File: src/rtl/mem_wb_stage.sv
// MEM/WB pipeline register: N GPR write lanes plus HI/LO, with stall/bubble/flush,
// r0 write suppression, WB-stage forwarding lookup and a saturating retire counter.

module mem_wb_lane #(
    parameter int ADDR_W = 5
) (
    input  logic [ADDR_W-1:0] mem_wd,
    input  logic              mem_wreg,
    input  logic              mem_valid,
    input  logic [ADDR_W-1:0] wb_wd,
    input  logic              wb_wreg,
    input  logic [ADDR_W-1:0] fwd_raddr,
    output logic              wreg_ld,
    output logic              hit
);
    assign wreg_ld = mem_wreg & mem_valid & (mem_wd != '0);
    assign hit     = wb_wreg & (wb_wd == fwd_raddr) & (fwd_raddr != '0);
endmodule

module mem_wb_stage #(
    parameter int DATA_W = 32,
    parameter int ADDR_W = 5,
    parameter int LANES  = 1,
    parameter int CNT_W  = 32
) (
    input  logic                     clk,
    input  logic                     rst,
    input  logic                     stall_mem,
    input  logic                     stall_wb,
    input  logic                     flush,
    input  logic                     mem_valid,
    input  logic [LANES*ADDR_W-1:0]  mem_wd,
    input  logic [LANES-1:0]         mem_wreg,
    input  logic [LANES*DATA_W-1:0]  mem_wdata,
    input  logic                     mem_whilo,
    input  logic [DATA_W-1:0]        mem_hi,
    input  logic [DATA_W-1:0]        mem_lo,
    input  logic                     cnt_clr,
    input  logic [ADDR_W-1:0]        fwd_raddr,
    output logic                     wb_valid,
    output logic [LANES*ADDR_W-1:0]  wb_wd,
    output logic [LANES-1:0]         wb_wreg,
    output logic [LANES*DATA_W-1:0]  wb_wdata,
    output logic                     wb_whilo,
    output logic [DATA_W-1:0]        wb_hi,
    output logic [DATA_W-1:0]        wb_lo,
    output logic                     fwd_hit,
    output logic [DATA_W-1:0]        fwd_data,
    output logic [CNT_W-1:0]         retire_cnt
);
    logic [LANES-1:0][ADDR_W-1:0] mem_wd_a, wd_q, wd_d;
    logic [LANES-1:0][DATA_W-1:0] mem_wdata_a, wdata_q, wdata_d;
    logic [LANES-1:0]             wreg_q, wreg_d, wreg_ld, lane_hit;
    logic                         valid_q, valid_d, whilo_q, whilo_d;
    logic [DATA_W-1:0]            hi_q, hi_d, lo_q, lo_d;
    logic [CNT_W-1:0]             cnt_q, cnt_d;
    logic                         bubble, load;

    assign mem_wd_a    = mem_wd;
    assign mem_wdata_a = mem_wdata;

    genvar gi;
    generate
        for (gi = 0; gi < LANES; gi++) begin : g_lane
            mem_wb_lane #(.ADDR_W(ADDR_W)) u_lane (
                .mem_wd    (mem_wd_a[gi]),
                .mem_wreg  (mem_wreg[gi]),
                .mem_valid (mem_valid),
                .wb_wd     (wd_q[gi]),
                .wb_wreg   (wreg_q[gi]),
                .fwd_raddr (fwd_raddr),
                .wreg_ld   (wreg_ld[gi]),
                .hit       (lane_hit[gi])
            );
        end
    endgenerate

    // Flush dominates; a MEM stall with WB free drains the stage with a bubble.
    assign bubble = flush | (stall_mem & ~stall_wb);
    assign load   = ~bubble & ~stall_mem;

    always_comb begin
        valid_d = valid_q;
        wd_d    = wd_q;
        wreg_d  = wreg_q;
        wdata_d = wdata_q;
        whilo_d = whilo_q;
        hi_d    = hi_q;
        lo_d    = lo_q;
        if (bubble) begin
            valid_d = 1'b0;
            wd_d    = '0;
            wreg_d  = '0;
            wdata_d = '0;
            whilo_d = 1'b0;
            hi_d    = '0;
            lo_d    = '0;
        end else if (load) begin
            valid_d = mem_valid;
            wd_d    = mem_wd_a;
            wreg_d  = wreg_ld;
            wdata_d = mem_wdata_a;
            whilo_d = mem_whilo & mem_valid;
            hi_d    = mem_hi;
            lo_d    = mem_lo;
        end
    end

    always_comb begin
        cnt_d = cnt_q;
        if (cnt_clr)
            cnt_d = '0;
        else if (load && mem_valid && cnt_q != '1)
            cnt_d = cnt_q + 1'b1;
    end

    always_ff @(posedge clk) begin
        if (rst) begin
            valid_q <= 1'b0;
            wd_q    <= '0;
            wreg_q  <= '0;
            wdata_q <= '0;
            whilo_q <= 1'b0;
            hi_q    <= '0;
            lo_q    <= '0;
            cnt_q   <= '0;
        end else begin
            valid_q <= valid_d;
            wd_q    <= wd_d;
            wreg_q  <= wreg_d;
            wdata_q <= wdata_d;
            whilo_q <= whilo_d;
            hi_q    <= hi_d;
            lo_q    <= lo_d;
            cnt_q   <= cnt_d;
        end
    end

    // Ascending scan so the highest-index hitting lane wins.
    always_comb begin
        fwd_hit  = 1'b0;
        fwd_data = '0;
        for (int i = 0; i < LANES; i++) begin
            if (lane_hit[i]) begin
                fwd_hit  = 1'b1;
                fwd_data = wdata_q[i];
            end
        end
    end

    assign wb_valid   = valid_q;
    assign wb_wd      = wd_q;
    assign wb_wreg    = wreg_q;
    assign wb_wdata   = wdata_q;
    assign wb_whilo   = whilo_q;
    assign wb_hi      = hi_q;
    assign wb_lo      = lo_q;
    assign retire_cnt = cnt_q;
endmodule
File: config.mk
export PLATFORM = sky130hd
export DESIGN_NAME = mem_wb_stage
export DESIGN_NICKNAME = d
export VERILOG_FILES = /design/src/rtl/mem_wb_stage.sv
export SDC_FILE = /design/constraint.sdc
export NUM_CORES = 1
export LEC_CHECK = 0
export ABC_AREA = 1
export CORE_ASPECT_RATIO = 0.75
export CORE_MARGIN = 2
export CORE_UTILIZATION = 43
export DETAILED_ROUTE_END_ITERATION = 10
export GPL_ROUTABILITY_DRIVEN = 0
export GPL_TIMING_DRIVEN = 0
export PLACE_DENSITY_LB_ADDON = 0.2
export SYNTH_ARGS = -nofsm -noshare
export SYNTH_HDL_FRONTEND = slang
export SYNTH_SLANG_ARGS = --single-unit
File: constraint.sdc
create_clock -name clk -period 2.7 [get_ports clk]
set_clock_uncertainty 0.15 [all_clocks]
set_input_delay 0.54 -clock clk [delete_from_list [all_inputs] [get_ports clk]]
set_output_delay 0.54 -clock clk [all_outputs]
set_load 0.01 [all_outputs]
Yosys cells after proc, flatten, opt, wreduce, memory -nomap -nowiden
Index checks and enable logic that the tools add are counted.
Word-level totals
  register bits after elaboration: 136
  input bits: 115
  output and inout port bits: 169
  word-level logic and storage cells: 30
Operators by class
  add/subtract/negate cells: 1
  equal/unequal tests: 2
  multiplexer cells: 2
  bitwise gates (word level): 11
  reduce and logical (&&, ||, !) cells: 6
Operators with widths (number)
  $add A32 B1 Y32 const B: 1
  $mux W32: 1
  $ne A32 B32 Y1 const B: 1
  $reduce_bool A5 Y1: 2
  $and A1 B1 Y1: 7
  $eq A5 B5 Y1: 1
  $reduce_or A2 Y1: 2
  $not A1 Y1: 3
  $logic_and A1 B1 Y1: 2
  $mux W1: 1
  $or A1 B1 Y1: 1

Logic depth before layout (Yosys ltp)
  depth after elaboration: 7
  gate-level depth with buffers: 10
  mapped depth without buffers: 10

By module
A second synthesis with hierarchy kept.
Second synthesis, totals
  cells, all modules: 881
  area total of the unflattened synthesis: 5868.1 µm²
By module, submodules not included
  mem_wb_stage: times used 1, cells an instance 847, area each 5725.5 µm², seq. area each 2722.6 µm²
  mem_wb_lane: times used 1, cells an instance 34, area each 142.6 µm², seq. area each 0.0 µm²

Worst setup path after synthesis
OpenSTA, ideal clock, no wires.
  kind: input-to-output
  from: input port fwd_raddr[1]
  to: output port fwd_data[10]
  arrival: 1544 ps
  required time: 2010 ps
  slack: 466 ps
  cell stages on the path: 7
  buffers on the path: 1
  cells stage by stage: xor2_1 -> nor2_1 -> nand4_1 -> nor2_1 -> inv_1 -> clkbuf_1 -> nor2_1
Between the ends
  cells in the longest elaborated chain, start to end: 4
  elaborated cells between the ends (all ways): 5
  classes of those cells: eq/ne (1); mux (1); bitwise (2); reduce/logical (1)
RTL lines
  from (decl): line 39  | input logic [ADDR_W-1:0] fwd_raddr,
  $eq A5 B5 Y1: line 17  | assign hit = wb_wreg & (wb_wd == fwd_raddr) & (fwd_raddr != '0);
  $and A1 B1 Y1: line 17
  $and A1 B1 Y1 *: line 17
  $mux W32 *: line 144  | if (lane_hit[i]) begin
  to (decl): line 48  | output logic [DATA_W-1:0] fwd_data,
Every way passes the cells marked *; elsewhere a longest branch is shown, timed or not.

Worst setup path after layout
  from: input port fwd_raddr[4]
  to: output port fwd_data[8]
Same word-level chain as after synthesis.

==> summary.md <==
| Metric | Value |
|---|---|
| Initial antenna violation count | `0` |
| WL/cell | `15.25 um` |
| Mean area per synthesized cell | `6.966 um^2` |
| Routed Antenna Nets | `0` |
| Vias per inst | `4.978` |
| Status | `finished clean` |
| Crit end category | `primary output` |
| Final hold viol count | `0` |
| Starting DRT DRC Count | `414` |
| Final setup vio count | `0` |
| R2R Path Start | `retire_cnt[0]$_SDFFE_PP0P_` |
| Total of max-cap violations | `0` |
| Max IR drop VDD | `0.0003863 V` |
| Post-Synthesis Cells | `842` |
| Synth area leaders | `dfxtp_1, nand2_1, nor2_1, a21oi_1, inv_1` |
| Drt first pass iters | `6` |
| DRC viols | `0` |
| Setup CP Type | `input port to primary output` |
| Critical path peak fanout | `5` |
| R2R Setup Slk | `670 ps` |
| Share of layout cells above drive strength 1 | `10.10%` |
| Post-synth top area share | `46.42%` |
| Core Footprint | `13150 um^2` |
| Seq/Total Area, Yosys | `46.42%` |
| Crit start category | `input port` |
| Period utilisation layout | `98.33%` |
| Non-filler cells, final | `1329` |
| CTS tree | `done` |
| Crit path DAT | `1960 ps` |
| Slowest cell on crit path | `clkdlybuf4s50_1` |
| Async SR Flop Fraction | `0%` |
| Die Span Y | `105.1 um` |
| First-pass GRT wire length | `31750 um` |
| CP Launch Point | `fwd_raddr[4]` |
| CP peak stage delay | `450 ps` |
| Drt total wl | `20270 um` |
| Worst-skew pair later-pin latency | `410 ps` |
| Area of the die | `14600 um^2` |
| Hold buffer count at CTS | `0` |
| CTS buffer count | `17` |
| Synth-to-Final Area Change | `62.82%` |
| Vias in the first global route | `6136` |
| Worst slew pin tran | `837.7 ps` |
| Critical Path Sink | `fwd_data[8]` |
| Dpl cells | `1296` |
| Total number of vias | `6616` |
| Static leakage | `0.003473 uW` |
| Yosys reg bits | `136` |
| HPWL Detailed | `15340 um` |
| CTS max path bufs | `2` |
| I/O pins | `284` |
| Number of synthesized flops with an enable pin | `0` |
| Site row count | `36` |
| Final Critical Period | `2655 ps` |
| Gr ovfl total | `0` |
| DIE WIDTH | `138.9 um` |
| Top cells by count, synth | `nand2_1, nor2_1, dfxtp_1` |
| Slew headroom | `43.94%` |
| HP Class | `register to register` |
| Ys flop type | `dfxtp_1` |
| Total GRT Usage | `27.29%` |
| Clock sinks | `136` |
| Count of final max-slew check failures | `0` |
| Synth Cell Area | `5866 um^2` |
| RSZ-0062 raised after global routing | `true` |
| DP Worst Slack | `-638.9 ps` |
| Worst Path Required | `2010 ps` |
| Most used cell along the critical path | `nor2_2` |
| Initial Util | `44.60%` |
| Root buffer cell | `clkbuf_16` |
| Synth Net Count | `958` |
| Yosys top cell by area | `dfxtp_1` |
| Cell with the most instances after synthesis | `nand2_1` |
| H-tree levels | `4` |
| Synth Warn # | `0` |
| N_diodes | `0` |
| Min setup slack post-route | `45.21 ps` |
| Fmax | `0.3767 GHz` |
| Pwr dens | `525.4 nW/um^2` |
| Reg2Reg Depth | `9` |
| Largest net degree at the start of global routing | `17` |
| Clock transition at path regs | `50 ps` |
| Reg2reg end | `retire_cnt[10]$_SDFFE_PP0P_` |
| IO Port Bufs | `283` |
| Final #Nets | `1262` |
| Cells along the critical path | `clkdlybuf4s50_1, inv_1, nand2_1, nand4_1, nor2_2, inv_2, buf_4, clkbuf_8, nor2_2, buf_2` |
| Count of cell types in the netlist | `27` |
[power by group]
group	switching, uW	leakage, uW	internal, uW
Combinational	199	0.00207	247
Clock	898	0.000308	1620
Sequential	17.5	0.00110	2040
Total	1110	0.00347	3900
[per-layer routing]
metal	up-vias	routed length (um)	track usage, %
met5	-	0	0
met1	3008	8237	32.64
li1	3283	-	-
met4	0	439	10.17
met3	29	2159	10.72
met2	296	9433	44.48
[worst min path at each step]
stage / from / end / slack, ps / depth (start not counted)
after floorplan: wb_hi[0]$_SDFFE_PP0N_ / wb_hi[0]$_SDFFE_PP0N_ / 340 / 2
after detailed placement: wb_hi[17]$_SDFFE_PP0N_ / wb_hi[17]$_SDFFE_PP0N_ / 300 / 2
after global routing: wb_hi[26]$_SDFFE_PP0N_ / wb_hi[26]$_SDFFE_PP0N_ / 330 / 2
after global placement: wb_hi[10]$_SDFFE_PP0N_ / wb_hi[10]$_SDFFE_PP0N_ / 300 / 2
after CTS: wb_lo[10]$_SDFFE_PP0N_ / wb_lo[10]$_SDFFE_PP0N_ / 310 / 2
final: wb_hi[21]$_SDFFE_PP0N_ / wb_hi[21]$_SDFFE_PP0N_ / 310 / 2
[sequential cells by signal (all words and copies together) (netlist names)]
signal,flops
wb_wd,5
retire_cnt,32
wb_whilo,1
wb_valid,1
wb_lo,32
wb_wreg,1
wb_hi,32
wb_wdata,32
[layout by cell type, fill, tap and decap left out, drive strengths merged]
cell / count
nand2: 225
nand3: 47
xor2: 3
clkinv: 6
clkinvlp: 2
o211ai: 1
nand4: 7
ha: 1
clkbuf: 40
a21oi: 100
nor3: 5
clkdlybuf4s15: 11
bufinv: 4
buf: 45
nor2: 151
clkdlybuf4s50: 247
xnor2: 1
dlygate4sd2: 5
a211oi: 34
inv: 80
dfxtp: 136
and2: 1
dlymetal6s2s: 1
o21ai: 5
[cell type report]
class | count | area, um^2
fillers | 1086 | 3602
flip-flops and latches | 136 | 2723
well taps | 171 | 214.0
multi-input cells | 581 | 2666
clock buffers | 20 | 466.7
repair buffers | 285 | 2763
inverters | 81 | 304.0
plain buffers | 44 | 242.7
clock inverters | 11 | 171.4
[repair_timing]
item | in CTS | in global routing
resized for setup | 123 | 19
pin swaps | 3 | 3
cloned | 1 | 0
setup endpoints to repair | 33 | 30
setup buffers | 1 | 0
[cells by family (layout without fill, tap and decap cells)]
| kind of cell | after synthesis | after routing | share of synthesized area, % |
|---|---|---|---|
| buffers and inverters | 125 | 441 | 8.810 |
| and+or+nand+nor | 436 | 436 | 30.52 |
| adders and majority gates | 1 | 1 | 0.2133 |
| AOI/OAI and AO/OA | 140 | 140 | 13.44 |
| xor gates and xnor gates | 4 | 4 | 0.5974 |
| DFF | 136 | 136 | 46.42 |
[worst max-delay path: cells and delay by family]
family	cells	cell delay, ps
buffers and inverters	6	1040
and+or+nand+nor	4	390
[through the flow]
step	util, %	cell area, um^2	power [uW]	TNS (ps)	hold slack, ps
6_report	72.61	9550	5018	0	308.6
4_1_cts	72.85	9582	5042	-46.30	310.2
3_5_place_dp	67.76	8912	2544	-16830	302.3
3_3_place_gp	67.76	8912	2540	-15580	297.2
5_1_grt	72.61	9550	5173	-117.3	328.6
2_1_floorplan	-	5866	2260	0	335.6
Note: power is estimated with default switching activity, not from simulation.
